**src/rtl/mips_mc_ctrl_pkg.sv**
```systemverilog
// mips_pkg: shared types and constants for the multicycle MIPS control unit.
//   state_t       - controller state encoding (also exported on state_o)
//   OP_* / FN_*   - opcode and R-type funct values that the controller decodes
//   ALU_*         - ALU function codes driven on alu_sel
//   SRCA_*/SRCB_* - ALU operand mux selects
//   PCSRC_*       - PC source mux selects
//   CAUSE_*       - exception cause codes
// Helpers: is_mem_state, funct_valid, funct_alu.
package mips_pkg;

    typedef enum logic [3:0] {
        RST, FETCH, DECODE, MEMADDR, MEMREAD, MEMWB, MEMWRITE, EXEC,
        RWB, ADDI_EX, IWB, BRANCH, BRANCH_NE, JUMP, EXC
    } state_t;

    localparam logic [5:0] OP_RTYPE = 6'h00;
    localparam logic [5:0] OP_J     = 6'h02;
    localparam logic [5:0] OP_BEQ   = 6'h04;
    localparam logic [5:0] OP_BNE   = 6'h05;
    localparam logic [5:0] OP_ADDI  = 6'h08;
    localparam logic [5:0] OP_LW    = 6'h23;
    localparam logic [5:0] OP_SW    = 6'h2B;

    localparam logic [5:0] FN_ADD = 6'h20;
    localparam logic [5:0] FN_SUB = 6'h22;
    localparam logic [5:0] FN_AND = 6'h24;
    localparam logic [5:0] FN_XOR = 6'h26;

    localparam logic [2:0] ALU_NONE = 3'b000;
    localparam logic [2:0] ALU_ADD  = 3'b001;
    localparam logic [2:0] ALU_SUB  = 3'b010;
    localparam logic [2:0] ALU_AND  = 3'b011;
    localparam logic [2:0] ALU_XOR  = 3'b110;

    localparam logic       SRCA_PC     = 1'b0;
    localparam logic       SRCA_A      = 1'b1;
    localparam logic [1:0] SRCB_B      = 2'b00;
    localparam logic [1:0] SRCB_4      = 2'b01;
    localparam logic [1:0] SRCB_IMM    = 2'b10;
    localparam logic [1:0] SRCB_IMM_SH = 2'b11;

    localparam logic [1:0] PCSRC_ALU    = 2'b00;
    localparam logic [1:0] PCSRC_ALUOUT = 2'b01;
    localparam logic [1:0] PCSRC_JUMP   = 2'b10;
    localparam logic [1:0] PCSRC_EXC    = 2'b11;

    localparam logic [1:0] CAUSE_NONE = 2'b00;
    localparam logic [1:0] CAUSE_ILL  = 2'b01;
    localparam logic [1:0] CAUSE_OVF  = 2'b10;

    // States that touch memory and therefore stretch by the wait count.
    function automatic logic is_mem_state(input state_t s);
        return (s == FETCH) || (s == MEMREAD) || (s == MEMWRITE);
    endfunction

    function automatic logic funct_valid(input logic [5:0] fn);
        return (fn == FN_ADD) || (fn == FN_SUB) || (fn == FN_AND) || (fn == FN_XOR);
    endfunction

    function automatic logic [2:0] funct_alu(input logic [5:0] fn);
        case (fn)
            FN_ADD:  return ALU_ADD;
            FN_SUB:  return ALU_SUB;
            FN_AND:  return ALU_AND;
            FN_XOR:  return ALU_XOR;
            default: return ALU_NONE;
        endcase
    endfunction

endpackage

```
**src/rtl/mips_mc_ctrl_if.sv**
```systemverilog
// mips_mc_ctrl_if: bundle between the multicycle controller and the datapath.
//   Datapath -> controller: opcode, funct, alu_zero, alu_overflow.
//   Controller -> datapath: register loads, mux selects, ALU function,
//   memory control, EPC/Cause capture and the debug state_o.
// Modports: master = controller side, slave = datapath side.
interface mips_mc_ctrl_if;
    logic [5:0] opcode;
    logic [5:0] funct;
    logic       alu_zero;
    logic       alu_overflow;

    logic       pc_write;
    logic       iord;
    logic       mem_wr;
    logic       ir_write;
    logic       mdr_load;
    logic       a_load;
    logic       b_load;
    logic       aluout_load;
    logic       reg_write;
    logic       reg_dst;
    logic       mem_to_reg;
    logic       alu_src_a;
    logic [1:0] alu_src_b;
    logic [2:0] alu_sel;
    logic [1:0] pc_source;
    logic       epc_load;
    logic       cause_load;
    logic [1:0] cause;
    logic [3:0] state_o;

    modport master (
        input  opcode, funct, alu_zero, alu_overflow,
        output pc_write, iord, mem_wr, ir_write, mdr_load, a_load, b_load,
               aluout_load, reg_write, reg_dst, mem_to_reg, alu_src_a,
               alu_src_b, alu_sel, pc_source, epc_load, cause_load, cause,
               state_o
    );

    modport slave (
        output opcode, funct, alu_zero, alu_overflow,
        input  pc_write, iord, mem_wr, ir_write, mdr_load, a_load, b_load,
               aluout_load, reg_write, reg_dst, mem_to_reg, alu_src_a,
               alu_src_b, alu_sel, pc_source, epc_load, cause_load, cause,
               state_o
    );
endinterface

```
**src/rtl/mips_mc_ctrl_wait.sv**
```systemverilog
// mips_mc_wait: memory wait-state counter.
//   Clk  - clock
//   clr  - synchronous clear (state entry or reset)
//   en   - count while in a memory state; saturates once done
//   done - counter has reached MEM_WAIT (memory access completes this cycle)
module mips_mc_wait #(
    parameter int MEM_WAIT = 1,
    parameter int WAIT_W   = 4
) (
    input  logic Clk,
    input  logic clr,
    input  logic en,
    output logic done
);
    logic [WAIT_W-1:0] cnt;

    assign done = (cnt == WAIT_W'(MEM_WAIT));

    always_ff @(posedge Clk) begin
        if (clr)
            cnt <= '0;
        else if (en && !done)
            cnt <= cnt + 1'b1;
    end
endmodule

```
**src/rtl/mips_mc_ctrl.sv**
```systemverilog
// mips_mc_ctrl: multicycle MIPS control unit (Moore FSM, Mealy branch PC write).
//   Clk   - clock, all state changes on the rising edge
//   reset - synchronous active-high reset, forces RST
//   bus   - mips_mc_ctrl_if.master: opcode/funct/ALU flags in, all datapath
//           enables, selects, EPC/Cause control and state_o out
// Parameters: MEM_WAIT extra cycles per memory access, WAIT_W counter width.
// Build option: MIPS_BNE_EN adds bne (opcode 0x05); otherwise 0x05 traps as
// an illegal opcode.
module mips_mc_ctrl
    import mips_pkg::*;
#(
    parameter int MEM_WAIT = 1,
    parameter int WAIT_W   = 4
) (
    input  logic            Clk,
    input  logic            reset,
    mips_mc_ctrl_if.master  bus
);
    state_t     state, state_n;
    logic [1:0] cause_q, cause_n;
    logic       wait_clr, wait_done;

    // Counter restarts whenever a memory state is entered from another state.
    assign wait_clr = reset || (is_mem_state(state_n) && (state_n != state));

    mips_mc_wait #(.MEM_WAIT(MEM_WAIT), .WAIT_W(WAIT_W)) u_wait (
        .Clk  (Clk),
        .clr  (wait_clr),
        .en   (is_mem_state(state)),
        .done (wait_done)
    );

    always_ff @(posedge Clk) begin
        if (reset) begin
            state   <= RST;
            cause_q <= CAUSE_NONE;
        end else begin
            state   <= state_n;
            cause_q <= cause_n;
        end
    end

    assign bus.state_o = state;

    always_comb begin
        state_n          = state;
        cause_n          = cause_q;
        bus.pc_write     = 1'b0;
        bus.iord         = 1'b0;
        bus.mem_wr       = 1'b0;
        bus.ir_write     = 1'b0;
        bus.mdr_load     = 1'b0;
        bus.a_load       = 1'b0;
        bus.b_load       = 1'b0;
        bus.aluout_load  = 1'b0;
        bus.reg_write    = 1'b0;
        bus.reg_dst      = 1'b0;
        bus.mem_to_reg   = 1'b0;
        bus.alu_src_a    = SRCA_PC;
        bus.alu_src_b    = SRCB_B;
        bus.alu_sel      = ALU_NONE;
        bus.pc_source    = PCSRC_ALU;
        bus.epc_load     = 1'b0;
        bus.cause_load   = 1'b0;
        bus.cause        = CAUSE_NONE;

        case (state)
            RST: state_n = FETCH;

            FETCH: begin
                bus.alu_src_b = SRCB_4;
                bus.alu_sel   = ALU_ADD;
                if (wait_done) begin
                    bus.ir_write = 1'b1;
                    bus.pc_write = 1'b1;
                    state_n      = DECODE;
                end
            end

            // Branch target (PC + imm<<2) is computed speculatively here.
            DECODE: begin
                bus.a_load      = 1'b1;
                bus.b_load      = 1'b1;
                bus.alu_src_b   = SRCB_IMM_SH;
                bus.alu_sel     = ALU_ADD;
                bus.aluout_load = 1'b1;
                case (bus.opcode)
                    OP_RTYPE: begin
                        if (funct_valid(bus.funct)) begin
                            state_n = EXEC;
                        end else begin
                            state_n = EXC;
                            cause_n = CAUSE_ILL;
                        end
                    end
                    OP_LW, OP_SW: state_n = MEMADDR;
                    OP_BEQ:       state_n = BRANCH;
`ifdef MIPS_BNE_EN
                    OP_BNE:       state_n = BRANCH_NE;
`endif
                    OP_J:         state_n = JUMP;
                    OP_ADDI:      state_n = ADDI_EX;
                    default: begin
                        state_n = EXC;
                        cause_n = CAUSE_ILL;
                    end
                endcase
            end

            MEMADDR: begin
                bus.alu_src_a   = SRCA_A;
                bus.alu_src_b   = SRCB_IMM;
                bus.alu_sel     = ALU_ADD;
                bus.aluout_load = 1'b1;
                state_n         = (bus.opcode == OP_LW) ? MEMREAD : MEMWRITE;
            end

            MEMREAD: begin
                bus.iord = 1'b1;
                if (wait_done) begin
                    bus.mdr_load = 1'b1;
                    state_n      = MEMWB;
                end
            end

            MEMWB: begin
                bus.reg_write  = 1'b1;
                bus.mem_to_reg = 1'b1;
                state_n        = FETCH;
            end

            MEMWRITE: begin
                bus.iord   = 1'b1;
                bus.mem_wr = 1'b1;
                if (wait_done)
                    state_n = FETCH;
            end

            EXEC: begin
                bus.alu_src_a   = SRCA_A;
                bus.alu_src_b   = SRCB_B;
                bus.alu_sel     = funct_alu(bus.funct);
                bus.aluout_load = 1'b1;
                // Logical ops cannot overflow; the flag is ignored for them.
                if (bus.alu_overflow && (bus.funct == FN_ADD || bus.funct == FN_SUB)) begin
                    state_n = EXC;
                    cause_n = CAUSE_OVF;
                end else begin
                    state_n = RWB;
                end
            end

            RWB: begin
                bus.reg_write = 1'b1;
                bus.reg_dst   = 1'b1;
                state_n       = FETCH;
            end

            ADDI_EX: begin
                bus.alu_src_a   = SRCA_A;
                bus.alu_src_b   = SRCB_IMM;
                bus.alu_sel     = ALU_ADD;
                bus.aluout_load = 1'b1;
                if (bus.alu_overflow) begin
                    state_n = EXC;
                    cause_n = CAUSE_OVF;
                end else begin
                    state_n = IWB;
                end
            end

            IWB: begin
                bus.reg_write = 1'b1;
                state_n       = FETCH;
            end

            // The only Mealy output: PC write follows the live zero flag.
            BRANCH, BRANCH_NE: begin
                bus.alu_src_a = SRCA_A;
                bus.alu_src_b = SRCB_B;
                bus.alu_sel   = ALU_SUB;
                bus.pc_source = PCSRC_ALUOUT;
                bus.pc_write  = (state == BRANCH) ? bus.alu_zero : !bus.alu_zero;
                state_n       = FETCH;
            end

            JUMP: begin
                bus.pc_source = PCSRC_JUMP;
                bus.pc_write  = 1'b1;
                state_n       = FETCH;
            end

            // PC already points past the faulting instruction; ALU backs it
            // up by 4 so EPC captures the faulting address.
            EXC: begin
                bus.alu_src_b  = SRCB_4;
                bus.alu_sel    = ALU_SUB;
                bus.epc_load   = 1'b1;
                bus.cause_load = 1'b1;
                bus.cause      = cause_q;
                bus.pc_source  = PCSRC_EXC;
                bus.pc_write   = 1'b1;
                state_n        = FETCH;
            end

            default: state_n = RST;
        endcase
    end
endmodule

```
**src/flat_wrapper.sv**
```systemverilog
// flat-port wrapper written by rule: the top's interface ports become plain ports
module mips_mc_ctrl_flat import mips_pkg::*;
#(
    parameter int MEM_WAIT = 1,
    parameter int WAIT_W   = 4
)
  (Clk, reset, bus_opcode, bus_funct, bus_alu_zero, bus_alu_overflow, bus_pc_write, bus_iord, bus_mem_wr, bus_ir_write, bus_mdr_load, bus_a_load, bus_b_load, bus_aluout_load, bus_reg_write, bus_reg_dst, bus_mem_to_reg, bus_alu_src_a, bus_alu_src_b, bus_alu_sel, bus_pc_source, bus_epc_load, bus_cause_load, bus_cause, bus_state_o);
  mips_mc_ctrl_if bus_i ();
  input  logic Clk;
  input  logic reset;
  input wire logic [$bits(bus_i.opcode)-1:0] bus_opcode;
  input wire logic [$bits(bus_i.funct)-1:0] bus_funct;
  input wire logic [$bits(bus_i.alu_zero)-1:0] bus_alu_zero;
  input wire logic [$bits(bus_i.alu_overflow)-1:0] bus_alu_overflow;
  output wire logic [$bits(bus_i.pc_write)-1:0] bus_pc_write;
  output wire logic [$bits(bus_i.iord)-1:0] bus_iord;
  output wire logic [$bits(bus_i.mem_wr)-1:0] bus_mem_wr;
  output wire logic [$bits(bus_i.ir_write)-1:0] bus_ir_write;
  output wire logic [$bits(bus_i.mdr_load)-1:0] bus_mdr_load;
  output wire logic [$bits(bus_i.a_load)-1:0] bus_a_load;
  output wire logic [$bits(bus_i.b_load)-1:0] bus_b_load;
  output wire logic [$bits(bus_i.aluout_load)-1:0] bus_aluout_load;
  output wire logic [$bits(bus_i.reg_write)-1:0] bus_reg_write;
  output wire logic [$bits(bus_i.reg_dst)-1:0] bus_reg_dst;
  output wire logic [$bits(bus_i.mem_to_reg)-1:0] bus_mem_to_reg;
  output wire logic [$bits(bus_i.alu_src_a)-1:0] bus_alu_src_a;
  output wire logic [$bits(bus_i.alu_src_b)-1:0] bus_alu_src_b;
  output wire logic [$bits(bus_i.alu_sel)-1:0] bus_alu_sel;
  output wire logic [$bits(bus_i.pc_source)-1:0] bus_pc_source;
  output wire logic [$bits(bus_i.epc_load)-1:0] bus_epc_load;
  output wire logic [$bits(bus_i.cause_load)-1:0] bus_cause_load;
  output wire logic [$bits(bus_i.cause)-1:0] bus_cause;
  output wire logic [$bits(bus_i.state_o)-1:0] bus_state_o;
  assign bus_i.opcode = bus_opcode;
  assign bus_i.funct = bus_funct;
  assign bus_i.alu_zero = bus_alu_zero;
  assign bus_i.alu_overflow = bus_alu_overflow;
  assign bus_pc_write = bus_i.pc_write;
  assign bus_iord = bus_i.iord;
  assign bus_mem_wr = bus_i.mem_wr;
  assign bus_ir_write = bus_i.ir_write;
  assign bus_mdr_load = bus_i.mdr_load;
  assign bus_a_load = bus_i.a_load;
  assign bus_b_load = bus_i.b_load;
  assign bus_aluout_load = bus_i.aluout_load;
  assign bus_reg_write = bus_i.reg_write;
  assign bus_reg_dst = bus_i.reg_dst;
  assign bus_mem_to_reg = bus_i.mem_to_reg;
  assign bus_alu_src_a = bus_i.alu_src_a;
  assign bus_alu_src_b = bus_i.alu_src_b;
  assign bus_alu_sel = bus_i.alu_sel;
  assign bus_pc_source = bus_i.pc_source;
  assign bus_epc_load = bus_i.epc_load;
  assign bus_cause_load = bus_i.cause_load;
  assign bus_cause = bus_i.cause;
  assign bus_state_o = bus_i.state_o;
  mips_mc_ctrl #(.MEM_WAIT(MEM_WAIT), .WAIT_W(WAIT_W)) u_core (.Clk(Clk), .reset(reset), .bus(bus_i));
endmodule
```
**config.mk**
```make
export PLATFORM = sky130hd
export DESIGN_NAME = mips_mc_ctrl_flat
export DESIGN_NICKNAME = d
export VERILOG_FILES = /design/src/rtl/mips_mc_ctrl_pkg.sv /design/src/rtl/mips_mc_ctrl_if.sv /design/src/rtl/mips_mc_ctrl_wait.sv /design/src/rtl/mips_mc_ctrl.sv /design/src/flat_wrapper.sv
export SDC_FILE = /design/constraint.sdc
export NUM_CORES = 1
export LEC_CHECK = 0
export ABC_AREA = 1
export CAP_MARGIN = 10
export CORE_MARGIN = 4
export CORE_UTILIZATION = 50
export CTS_BUF_LIST = sky130_fd_sc_hd__clkbuf_4
export DETAILED_ROUTE_END_ITERATION = 6
export PLACE_DENSITY = 0.92
export SLEW_MARGIN = 20
export SYNTH_ARGS = -nofsm -noshare
export SYNTH_HDL_FRONTEND = slang
export SYNTH_HIERARCHICAL = 1
export SYNTH_SLANG_ARGS = --single-unit
```
**constraint.sdc**
```tcl
create_clock -name Clk -period 3.78 [get_ports Clk]
set_clock_uncertainty 0.1 [all_clocks]
set_input_delay 0.378 -clock Clk [delete_from_list [all_inputs] [get_ports Clk]]
set_output_delay 0.378 -clock Clk [all_outputs]
set_load 0.02 [all_outputs]
```
==> metrics.txt <==
status finished clean; Clk Latency, worst-skew pair about 0.26 ns; CP dominant cell by count inv_1; Via Count between 1.5k and 2k; H-tree depth 1; yosys warns 6; routed len/inst 11.5 um; CP Class flop to primary output; GR Layer Usage met1 28.2%; cell taking the most area after synthesis nand2_1; largest cells by area after synthesis nand2_1 20%, dfxtp_1 17%, nor2_1 13%, inv_1 12%, nand3_1 9.3%; Synth Cell Area 0.00118 mm2; Setup Buffers After CTS 0; first-pass GRT wire length roughly 5900 um; placed inst area ~0.0016 mm2; fin nets approximately 290; Final GP Congestion 0.887; Largest delay share family, worst path buffers and inverters; RSZ-0062 raised after global routing no; VDD IR max 332 uV; Antenna Violating Nets Remaining 0; number of I/O port buffers 42; worst-case clock buffer depth 2; vias in the first global route 1,449; Core Rows 17; largest net degree at the start of global routing 9; Synth Instances 224; post-CTS resize count 0; pwr dens between 400 and 500 mW/mm2; initial antenna violation count 0; die width 56.6 um; Final HPWL DP roughly 2800 um; WP data required around 3.3 ns; FF-to-FF setup slack ~1.6 ns; Die Y between 50 and 60 um; Initial Utilization between 50% and 60%; crit path launch type flop; Tightest Hold Check Type flop to flop; main flop type after synthesis dfxtp_1; worst-margin pin slew around 0.33 ns; fraction of layout cells with a size suffix above 1 10.1%; Post-synth ARST share 0%; slowest CP cell clkdlybuf4s50_1; Data arrival, critical path ~2.1 ns; share of the synthesized area in the top cell type between 20 and 25%; Synth cell types 24; Final Setup Violations 0; crit path buf inv count 3; router iterations before antenna repair 4; Syn Area/Cell between 5 and 6 um2; GR Util met2 between 30% and 40%; cts bufs inserted 3; Total GRT Usage between 20 and 25%; Max-cap violations 0; die area roughly 0.0032 mm2; IO Count between 40 and 50; Final Hold Fails 0; Via density 5.14; # diodes 0; Slew Viols, Final 0; CP endpoint kind primary output; fin crit share approximately 69%; CTS tree done; Synth Register Bits 10; Area Overhead vs Synth 39.2%; gr ovfl total 0; Post-synth EDFFs 0; Clock transition at path regs ~0.060 ns; Net Count, Synth around 240; drt total wl around 3400 um; worst-path maximum fanout 6; Final WS setup between 1 and 1.5 ns; # DRC 0; Total Power between 700 and 800 uW; part of the Yosys area used for sequential elements 16.9%; Leak 0.000796 uW; fillcell total around 200; pre-CTS setup slack about 1.3 ns; CTS root buffer clkbuf_4; Design Area, Final between 0.0015 and 0.002 mm2; Worst path max stage delay 0.61 ns; hold_ws approximately 0.35 ns; worst path cell trace ha_1, nand2_1, inv_1, inv_1, nor2_1, nand3b_1, clkdlybuf4s50_1; Final min period roughly 2.6 ns; M3 GR Usage 5.52%; Setup TNS 0 ns; commonest cells in the netlist 63 x nand2_1, 40 x nor2_1, 37 x inv_1, 22 x nand3_1, 10 x dfxtp_1; core area 0.00223 mm2; CTS sink count 10; CTS Hold Bufs 0; Iter 0 DRT Violations 65; most numerous cell in the Yosys netlist nand2_1; GRT busiest layer met2; fmax 385 MHz; worst rel slew slack slightly below 80%
-- through the flow --
step | util (%) | std cells
after floorplan | - | 224
after global placement | 72.6 | 292
after detailed placement | 72.6 | 292
after CTS | 73.6 | 295
after global routing | 73.6 | 295
final | 73.6 | 295
-- area by class of cell --
class                   instances  area (um2)  area share [%]
inverters                      42         158            9.59
well taps                      28        35.0            2.13
repair buffers                 42         420            25.6
clock buffers                   3        22.5            1.37
multi-input cells             170         808            49.2
flip-flops and latches         10         200            12.2
-- kinds of logic after synthesis --
family	synth area share (%)
flip-flops	16.9
AO/OA/AOI/OAI	10.9
buffers and inverters	14.6
AND/OR/NAND/NOR	55.4
adder cells (fa/ha/maj)	2.12
-- worst paths after layout --
kind                   startpoint  cells past startpoint                   end
min             u_core/cause_q[0]                      2     u_core/cause_q[0]
max          u_core/u_wait/cnt[0]                      7          bus_pc_write
min reg2reg     u_core/cause_q[0]                      2     u_core/cause_q[0]
max reg2reg  u_core/u_wait/cnt[1]                     16  u_core/u_wait/cnt[0]
-- metal layers --
| layer | up-vias | part of all wire (%) |
|---|---|---|
| li1 | 783 | - |
| met1 | 665 | 45 |
| met2 | 57 | 47 |
| met3 | 12 | 6.3 |
| met4 | 0 | 1.5 |
| met5 | - | 0 |
-- worst min-delay path: cells and delay by family (launching register included) --
family | cells | cell delay, ns
compound gates | 1 | 0.06
flops | 1 | 0.30
buf+inv | 1 | 0.06
-- report_power, final --
part           leakage, uW  switching, uW  internal [uW]  total [uW]
clock            0.0000138           36.0           36.8        72.8
sequential       0.0000813           31.3            126         157
combinational     0.000701            300            198         499
-- state kept, by name, summed over array words and instances, names as in the netlist --
signal	flops
u_core/bus.state_o	4
u_core/cause_q	2
u_core/u_wait/cnt	4
-- placed cells by master (no fill, tap or decap), types with 2 or more instances in the layout --
master / synthesis / final
nand3_1: 22 / 22
a21oi_1: 6 / 6
a21oi_2: 3 / 3
o21ai_0: 7 / 7
nor2_4: 3 / 3
nand2_1: 63 / 63
nor2_1: 40 / 40
ha_1: 2 / 2
dfxtp_1: 10 / 10
inv_2: 5 / 5
clkdlybuf4s50_1: 0 / 42
nand2_2: 7 / 7
inv_1: 37 / 37
nand4_1: 4 / 4
clkbuf_4: 0 / 3
nor2_2: 4 / 4
No activity file was read; power rests on OpenSTA's default activity.
